$ cat src/rtl/alu_seq_unit.sv
// Registered ALU with accumulator, Z/N/C/V status and a shift-add multiply.
// A Start/Busy/Done handshake connects it to the datapath sequencer.
module alu_seq_unit #(
    parameter int WIDTH  = 8,
    parameter bit MUL_EN = 1'b1
) (
    input  logic             Clock,
    input  logic             Reset,
    input  logic             Start,
    input  logic [2:0]       Op,
    input  logic [WIDTH-1:0] A,
    input  logic [WIDTH-1:0] B,
    input  logic             UseAcc,
    output logic [WIDTH-1:0] R,
    output logic             Cout,
    output logic             OVR,
    output logic             Zero,
    output logic             Neg,
    output logic             Busy,
    output logic             Done
);

    localparam int CNT_W = $clog2(WIDTH);
    localparam logic [CNT_W-1:0] CNT_LAST = CNT_W'(WIDTH - 1);

    localparam logic [2:0] OP_ADD = 3'b000;
    localparam logic [2:0] OP_SUB = 3'b001;
    localparam logic [2:0] OP_AND = 3'b010;
    localparam logic [2:0] OP_XOR = 3'b011;
    localparam logic [2:0] OP_OR  = 3'b100;
    localparam logic [2:0] OP_SHL = 3'b101;
    localparam logic [2:0] OP_SHR = 3'b110;
    localparam logic [2:0] OP_MUL = 3'b111;

    typedef enum logic [0:0] {
        ST_IDLE = 1'b0,
        ST_MUL  = 1'b1
    } state_t;

    state_t                 state_q, state_d;
    logic [WIDTH-1:0]       r_q, r_d;
    logic                   cout_q, cout_d;
    logic                   ovr_q, ovr_d;
    logic                   zero_q, zero_d;
    logic                   neg_q, neg_d;
    logic                   busy_q, busy_d;
    logic                   done_q, done_d;
    logic [2*WIDTH-1:0]     acc_q, acc_d;
    logic [2*WIDTH-1:0]     mcand_q, mcand_d;
    logic [WIDTH-1:0]       mplier_q, mplier_d;
    logic [CNT_W-1:0]       cnt_q, cnt_d;

    logic [WIDTH-1:0]       op_a_s;
    logic [WIDTH:0]         sum_s;
    logic [WIDTH:0]         diff_s;
    logic [WIDTH-1:0]       alu_r_s;
    logic                   alu_c_s;
    logic                   alu_v_s;
    logic [2*WIDTH-1:0]     acc_step_s;
    logic                   is_mul_s;

    // Single-cycle datapath; operand A may come from the accumulator.
    always_comb begin
        if (UseAcc) begin
            op_a_s = r_q;
        end else begin
            op_a_s = A;
        end
        sum_s   = {1'b0, op_a_s} + {1'b0, B};
        diff_s  = {1'b0, op_a_s} + {1'b0, ~B} + {{WIDTH{1'b0}}, 1'b1};
        alu_r_s = {WIDTH{1'b0}};
        alu_c_s = 1'b0;
        alu_v_s = 1'b0;
        case (Op)
            OP_ADD: begin
                alu_r_s = sum_s[WIDTH-1:0];
                alu_c_s = sum_s[WIDTH];
                alu_v_s = (op_a_s[WIDTH-1] == B[WIDTH-1]) &&
                          (sum_s[WIDTH-1] != op_a_s[WIDTH-1]);
            end
            OP_SUB: begin
                alu_r_s = diff_s[WIDTH-1:0];
                alu_c_s = diff_s[WIDTH];
                alu_v_s = (op_a_s[WIDTH-1] != B[WIDTH-1]) &&
                          (diff_s[WIDTH-1] != op_a_s[WIDTH-1]);
            end
            OP_AND: alu_r_s = op_a_s & B;
            OP_XOR: alu_r_s = op_a_s ^ B;
            OP_OR:  alu_r_s = op_a_s | B;
            OP_SHL: begin
                alu_r_s = {op_a_s[WIDTH-2:0], 1'b0};
                alu_c_s = op_a_s[WIDTH-1];
                alu_v_s = op_a_s[WIDTH-1] ^ op_a_s[WIDTH-2];
            end
            OP_SHR: begin
                alu_r_s = {1'b0, op_a_s[WIDTH-1:1]};
                alu_c_s = op_a_s[0];
            end
            OP_MUL: alu_r_s = B;
            default: begin
                alu_r_s = {WIDTH{1'b0}};
                alu_c_s = 1'b0;
                alu_v_s = 1'b0;
            end
        endcase
    end

    // Sequencer: next-state, multiply step and result/flag update.
    always_comb begin
        state_d    = state_q;
        r_d        = r_q;
        cout_d     = cout_q;
        ovr_d      = ovr_q;
        zero_d     = zero_q;
        neg_d      = neg_q;
        busy_d     = busy_q;
        done_d     = 1'b0;
        acc_d      = acc_q;
        mcand_d    = mcand_q;
        mplier_d   = mplier_q;
        cnt_d      = cnt_q;
        is_mul_s   = (Op == OP_MUL) && (MUL_EN == 1'b1);
        if (mplier_q[0]) begin
            acc_step_s = acc_q + mcand_q;
        end else begin
            acc_step_s = acc_q;
        end
        case (state_q)
            ST_IDLE: begin
                if (Start && is_mul_s) begin
                    state_d  = ST_MUL;
                    busy_d   = 1'b1;
                    acc_d    = {(2*WIDTH){1'b0}};
                    mcand_d  = {{WIDTH{1'b0}}, op_a_s};
                    mplier_d = B;
                    cnt_d    = {CNT_W{1'b0}};
                end else if (Start) begin
                    r_d    = alu_r_s;
                    cout_d = alu_c_s;
                    ovr_d  = alu_v_s;
                    zero_d = (alu_r_s == {WIDTH{1'b0}});
                    neg_d  = alu_r_s[WIDTH-1];
                    done_d = 1'b1;
                end else begin
                    state_d = ST_IDLE;
                end
            end
            ST_MUL: begin
                acc_d    = acc_step_s;
                mcand_d  = {mcand_q[2*WIDTH-2:0], 1'b0};
                mplier_d = {1'b0, mplier_q[WIDTH-1:1]};
                cnt_d    = cnt_q + CNT_W'(1);
                if (cnt_q == CNT_LAST) begin
                    // Final step commits the product in the same cycle Busy falls.
                    state_d = ST_IDLE;
                    busy_d  = 1'b0;
                    r_d     = acc_step_s[WIDTH-1:0];
                    cout_d  = |acc_step_s[2*WIDTH-1:WIDTH];
                    ovr_d   = |acc_step_s[2*WIDTH-1:WIDTH];
                    zero_d  = (acc_step_s[WIDTH-1:0] == {WIDTH{1'b0}});
                    neg_d   = acc_step_s[WIDTH-1];
                    done_d  = 1'b1;
                end else begin
                    state_d = ST_MUL;
                end
            end
            default: begin
                state_d = ST_IDLE;
                busy_d  = 1'b0;
            end
        endcase
    end

    // State and output registers with synchronous reset.
    always_ff @(posedge Clock) begin
        if (Reset) begin
            state_q  <= ST_IDLE;
            r_q      <= {WIDTH{1'b0}};
            cout_q   <= 1'b0;
            ovr_q    <= 1'b0;
            zero_q   <= 1'b0;
            neg_q    <= 1'b0;
            busy_q   <= 1'b0;
            done_q   <= 1'b0;
            acc_q    <= {(2*WIDTH){1'b0}};
            mcand_q  <= {(2*WIDTH){1'b0}};
            mplier_q <= {WIDTH{1'b0}};
            cnt_q    <= {CNT_W{1'b0}};
        end else begin
            state_q  <= state_d;
            r_q      <= r_d;
            cout_q   <= cout_d;
            ovr_q    <= ovr_d;
            zero_q   <= zero_d;
            neg_q    <= neg_d;
            busy_q   <= busy_d;
            done_q   <= done_d;
            acc_q    <= acc_d;
            mcand_q  <= mcand_d;
            mplier_q <= mplier_d;
            cnt_q    <= cnt_d;
        end
    end

    assign R    = r_q;
    assign Cout = cout_q;
    assign OVR  = ovr_q;
    assign Zero = zero_q;
    assign Neg  = neg_q;
    assign Busy = busy_q;
    assign Done = done_q;

endmodule

$ cat config.mk
export PLATFORM = sky130hd
export DESIGN_NAME = alu_seq_unit
export DESIGN_NICKNAME = d
export VERILOG_FILES = /design/src/rtl/alu_seq_unit.sv
export SDC_FILE = /design/constraint.sdc
export NUM_CORES = 1
export LEC_CHECK = 0
export CAP_MARGIN = 20
export CORE_MARGIN = 2
export CORE_UTILIZATION = 45
export CTS_BUF_LIST = sky130_fd_sc_hd__clkbuf_8 sky130_fd_sc_hd__clkbuf_16
export CTS_CLUSTER_DIAMETER = 150
export DETAILED_ROUTE_END_ITERATION = 10
export PLACE_DENSITY_LB_ADDON = 0.15
export REMOVE_ABC_BUFFERS = 1
export SYNTH_ARGS = -nofsm -noshare
export SYNTH_HDL_FRONTEND = slang
export SYNTH_SLANG_ARGS = --single-unit
export TNS_END_PERCENT = 10
$ cat constraint.sdc
create_clock -name Clock -period 3.9 [get_ports Clock]
set_input_delay 0.78 -clock Clock [delete_from_list [all_inputs] [get_ports Clock]]
set_output_delay 0.78 -clock Clock [all_outputs]
set_load 0.05 [all_outputs]
==> impl_metrics.json, run 1 <==
{
  "hold_buffers": 0,
  "ys_warn_count": 0,
  "final_area_um2": 5790,
  "endpoint_kind": "flip-flop",
  "placed_cell_area_um2": 5580,
  "core_region_area_um2": 10800,
  "synth_edf_count": 0,
  "viasPerCell": 5.69,
  "path_clk_slew_ns": 0.07,
  "slew_violations": 0,
  "htree_levels": 3,
  "die_y_um": 110,
  "worst_slack_ns": 0.342,
  "ys_top_cells_by_area": "dfxtp_1, ha_1, a21oi_1",
  "num_vias": 4746,
  "status": "completed",
  "min_from": "acc_q[6]$_SDFFE_PP0P_",
  "ys_seq_area_share_pct": 22.8,
  "start_kind": "input pin",
  "setup-violations-final": 0,
  "area_growth_pct": 15.6,
  "clock_latency_ns": 0.34,
  "finClkSkew_ns": 0.00903,
  "post-place-ws_ns": -0.0139,
  "grt_pass1_vias": 4555,
  "hold_depth": 2,
  "portBuffers": 36,
  "first_iter_violations": 231,
  "hold_violations": 0,
  "cp_max_fo": 4,
  "drt_wl_total_um": 13600,
  "netlist_instances": 657,
  "combPwrFrac_pct": 28.5,
  "r2r-end": "OVR$_SDFFE_PP0P_",
  "avgRoutedWirePerCell_um": 16.3,
  "drive_above_1_share_pct": 10.8,
  "p_per_area_nw_per_um2": 300,
  "synth_cell_types": 73,
  "yosys.area.top_type_share_pct": 22.8,
  "period_needed_ns": 3.56,
  "cts.repair.resized": 0,
  "grt_setup_unrepaired": "no",
  "fin_util_pct": 53.4,
  "cp-startpoint": "UseAcc",
  "initial_core_util_pct": 46.2,
  "critPathKind": "in -> reg",
  "rows": 38,
  "vdd_ir_drop_max_v": 0.000188,
  "numClockSinks": 57,
  "cellInternalPower_mw": 1.19,
  "holdWs_ns": 0.480,
  "critPathRequiredTime_ns": 4.14,
  "grt_max_degree": 45,
  "r2r_start": "mcand_q[0]$_SDFFE_PP0P_",
  "cts_buffer_depth": 2,
  "r2r_setup_slack_ns": 1.01,
  "drcViolationCount": 0,
  "clockPowerShare_pct": 36.0,
  "synth-async-reset-ratio_pct": 0,
  "io_pins": 37,
  "power_frac_seq_pct": 35.5,
  "post-route-period-util_pct": 91.2,
  "avgSynthCellArea_um2": 7.63,
  "netlist_area_um2": 5010,
  "antenna_left": 0,
  "hold_class": "reg -> reg",
  "p_leak_nw": 2.40,
  "cts_tree": "yes",
  "grt_usage_pct": 24.2,
  "die_area_um2": 12000,
  "grt_first_pass_wirelength_um": 22700,
  "synth_flop_cell": "dfxtp_1",
  "firstDrtPassIters": 5,
  "antenna_found_initial": 0,
  "diodes": 0,
  "switching_share_pct": 31.4,
  "grt-ovfl-total": 0,
  "cap_violations": 0,
  "routabilityCongestion": 0.940,
  "nNetsFinal": 764,
  "cts-root-buf": "clkbuf_8",
  "min_to": "acc_q[6]$_SDFFE_PP0P_",
  "max_freq_mhz": 281,
  "power_switching_uw": 545,
  "synth-seq-cells": 57,
  "cp_data_arrival_time_ns": 3.80,
  "dpl.hpwl_um": 10600,
  "die_w_um": 110,
  "worst_slew_pin_slew_ns": 0.799,
  "cts_made_buffers": 9,
  "r2r_cells": 10,
  "postCtsSetupRepairBufs": 0,
  "synth_top_cell_by_area": "dfxtp_1",
  "relSlewSlack_pct": 46.7
}
[cell families (layout without fill, tap and decap cells)]
family	Yosys count	after routing	share of synthesized area [%]
AND/OR/NAND/NOR	221	221	19.5
AO/OA/AOI/OAI	205	205	28.0
buffers and inverters	77	114	6.27
adder cells (fa/ha/maj)	50	50	12.9
multiplexers	27	27	6.99
flip-flops	57	57	22.8
XOR/XNOR	20	20	3.49
[cell usage after synthesis, types with 6 or more instances]
master,n
dfxtp_1,57
or3_1,6
buf_1,6
a211oi_1,10
clkbuf_1,27
a21o_1,13
a31oi_1,6
mux2i_1,13
xnor2_1,15
inv_1,34
ha_1,47
nor2b_1,6
a21oi_1,81
o211ai_1,9
nand3_1,13
o21ai_0,24
nand2_1,69
nor3_1,11
nor2_1,86
mux2_2,6
nand2b_1,10
[power by group through the flow]
stage	clock, mW	sequential (mW)	combinational [mW]
floorplan	0	0.669	0.270
global placement	0	0.630	0.485
detailed placement	0	0.631	0.491
CTS	0.639	0.618	0.493
global route	0.662	0.619	0.543
finish	0.625	0.617	0.495
[worst max-delay path, cell delays in order]
cell             delay [ns]
clkdlybuf4s50_1        0.56
mux2i_1                0.26
inv_1                  0.08
ha_1                   0.21
fa_1                   0.40
a21o_1                 0.20
a21oi_1                0.18
o21ai_0                0.11
a21o_1                 0.22
a2bb2oi_1              0.13
o21ai_0                0.23
a21oi_1                0.09
o41ai_2                0.34
[layer usage]
layer / part of all wire [%] / global-route usage (%) / wire length [um]
met1: 46 / 31.3 / 6200
met2: 48 / 40.5 / 6530
met3: 3.7 / 4.27 / 504
met4: 2.8 / 8.86 / 377
met5: 0 / 0 / 0
[sequential cells by signal (all words and copies together) (netlist names), 3 cells and up]
| name | flops |
|---|---|
| acc_q | 16 |
| mcand_q | 16 |
| mplier_q | 8 |
| R | 7 |
| cnt_q | 3 |
[layout by cell type, fill, tap and decap left out, types with 11 or more instances in the layout]
cell type	count
nor2_1	86
a21oi_1	81
nand2_1	69
dfxtp_1	56
ha_1	47
clkdlybuf4s50_1	35
inv_1	34
buf_4	28
o21ai_0	24
xnor2_1	15
mux2i_1	13
a21o_1	13
nand3_1	13
nor3_1	11
clkbuf_8	11
[through the flow]
step           total power, mW  std cells  TNS [ns]
2_1_floorplan            0.939        616         0
3_3_place_gp              1.12        820         0
3_5_place_dp              1.12        820   -0.0139
4_1_cts                   1.75        834         0
5_1_grt                   1.82        834         0
6_report                  1.74        834         0
[worst max path at each step]
stage                        endpoint  cells past startpoint
floorplan           R[6]$_SDFFE_PP0P_                     10
global placement    R[6]$_SDFFE_PP0P_                     12
detailed placement  Zero$_SDFFE_PP0P_                     13
CTS                 Zero$_SDFFE_PP0P_                     13
global route        Zero$_SDFFE_PP0P_                     13
finish              Zero$_SDFFE_PP0P_                     13
[layout make-up]
type	count	area, um^2
clock inverter	3	65.1
timing repair buffer	64	566
inverter	36	135
clock buffer	11	151
tap	140	175
multi-input combinational	523	3560
sequential	57	1140
fill	1041	5050
Power figures use the tool's default switching activity.
==> inputs of run 2 (changes only) <==
- CORE_UTILIZATION: 45 -> 31
==> impl_metrics.json, run 2 (same netlist as run 1, synthesis figures left out) <==
{
  "drt_wl_total_um": 14700,
  "num_vias": 4764,
  "drive_above_1_share_pct": 10.4,
  "p_leak_nw": 2.42,
  "initial_core_util_pct": 31.7,
  "largestRegisters": "acc_q: 16 flops, mcand_q: 16 flops, mplier_q: 8 flops",
  "grt-ovfl-total": 0,
  "grt_max_degree": 64,
  "antenna_left": 0,
  "die_area_um2": 17200,
  "area_growth_pct": 18.7,
  "status": "completed",
  "grt_pass1_vias": 4581,
  "nNetsFinal": 761,
  "antenna_found_initial": 0,
  "final_cell_mix": "nor2_1, a21oi_1, nand2_1",
  "grt_setup_unrepaired": "no",
  "diodes": 0,
  "core_region_area_um2": 15800,
  "rows": 46,
  "max_freq_mhz": 274,
  "drcViolationCount": 0,
  "first_iter_violations": 255,
  "relSlewSlack_pct": 40.1,
  "cts_buffer_depth": 2,
  "cp_max_fo": 5,
  "dpl.cell_count": 893,
  "cp_slowest_cell": "clkdlybuf4s50_1",
  "setup-violations-final": 0,
  "avgRoutedWirePerCell_um": 16.1,
  "cp_data_arrival_time_ns": 3.88,
  "postCtsSetupRepairBufs": 0,
  "cts_made_buffers": 9,
  "period_needed_ns": 3.64,
  "hold_buffers": 0,
  "hold_class": "reg -> reg",
  "endpoint_kind": "flip-flop",
  "grt_usage_pct": 17.3,
  "cts-root-buf": "clkbuf_16",
  "slew_violations": 0,
  "cp_common_cell": "buf_4",
  "routabilityCongestion": 0.921,
  "cpPeakStageDelay_ns": 0.49,
  "fillers": 1647,
  "p_per_area_nw_per_um2": 318,
  "vdd_ir_drop_max_v": 0.000206,
  "viasPerCell": 5.24,
  "die_w_um": 131,
  "clock_latency_ns": 0.34,
  "post-place-ws_ns": -0.0824,
  "final_cells": 909,
  "path_buf_inv": 7,
  "final_common_cell": "nor2_1",
  "io_pins": 37,
  "portBuffers": 36,
  "grt_first_pass_wirelength_um": 24100,
  "start_kind": "input pin",
  "post-route-period-util_pct": 93.4,
  "critPathKind": "in -> reg",
  "crit_family": "compound AO/OA/AOI/OAI gates",
  "hold_violations": 0,
  "htree_levels": 3,
  "die_y_um": 131,
  "firstDrtPassIters": 4,
  "cts.repair.resized": 0,
  "cts_tree": "yes",
  "crit_chain": "clkdlybuf4s50_1 > buf_4 > buf_4 > mux2i_1 > buf_4 > inv_1 > ha_1 > inv_1 > o21ai_0 > a21o_1 > a2bb2oi_1 > o21ai_0 > buf_4 > a211o_1 > a311oi_1",
  "numClockSinks": 57,
  "critPathRequiredTime_ns": 4.14,
  "worst_slack_ns": 0.257,
  "path_clk_slew_ns": 0.05,
  "worst_slew_pin_slew_ns": 0.898,
  "cap_violations": 0,
  "dpl.hpwl_um": 11100,
  "finClkSkew_ns": 0.0119
}
run 2: cell count changes in the layout (fill, tap and decap cells not counted), sizes merged:
cell,delta
clkbuf,-2
clkinv,+2
clkinvlp,+1
buf,-3
inv,+2
bufinv,-1
run 2: stage by stage:
| step | hold slack (ns) | utilization (%) | TNS [ns] | instance area (um^2) | power [mW] |
|---|---|---|---|---|---|
| 2_1_floorplan | 0.444 | - | 0 | 4830 | 0.939 |
| 3_3_place_gp | 0.464 | 35.8 | 0 | 5660 | 1.13 |
| 3_5_place_dp | 0.465 | 35.8 | -0.0843 | 5660 | 1.13 |
| 4_1_cts | 0.472 | 37.6 | 0 | 5950 | 1.91 |
| 5_1_grt | 0.492 | 37.6 | 0 | 5950 | 1.99 |
| 6_report | 0.473 | 37.6 | 0 | 5950 | 1.89 |
run 2: final cells by class:
class	count	area (um^2)	share of cell area, %
inverters	36	135	2.27
clock inverters	7	63.8	1.07
repair buffers	61	556	9.34
flip-flops and latches	57	1140	19.2
multi-input cells	523	3560	59.8
clock buffers	9	225	3.79
well taps	216	270	4.54
run 2: path summary, 6_finish.rpt:
| path | end | cells past startpoint | from | slack [ns] |
|---|---|---|---|---|
| hold reg to reg | acc_q[4]$_SDFFE_PP0P_ | 2 | acc_q[4]$_SDFFE_PP0P_ | 0.47 |
| hold / removal | acc_q[4]$_SDFFE_PP0P_ | 2 | acc_q[4]$_SDFFE_PP0P_ | 0.47 |
| setup reg to reg | Zero$_SDFFE_PP0P_ | 12 | R[0]$_SDFFE_PP0P_ | 0.97 |
| setup / recovery | R[6]$_SDFFE_PP0P_ | 15 | UseAcc | 0.26 |
run 2: power breakdown:
group,leakage (nW),internal (mW),switching [mW]
Sequential,0.463,0.600,0.0199
Clock,0.148,0.487,0.289
Combinational,1.81,0.207,0.292
run 2: layer usage:
layer	GRT usage (%)	wire length, um	vias to the layer above
met5	0	0	-
met4	8.45	423	0
met3	2.47	437	31
met2	28.3	6890	85
met1	22.3	6920	2250
li1	-	-	2398
run 2: worst min-delay path, cell delays in order (launching register included):
cell and delay, ns:
dfxtp_1 0.32, nand2_1 0.05, a21oi_1 0.05
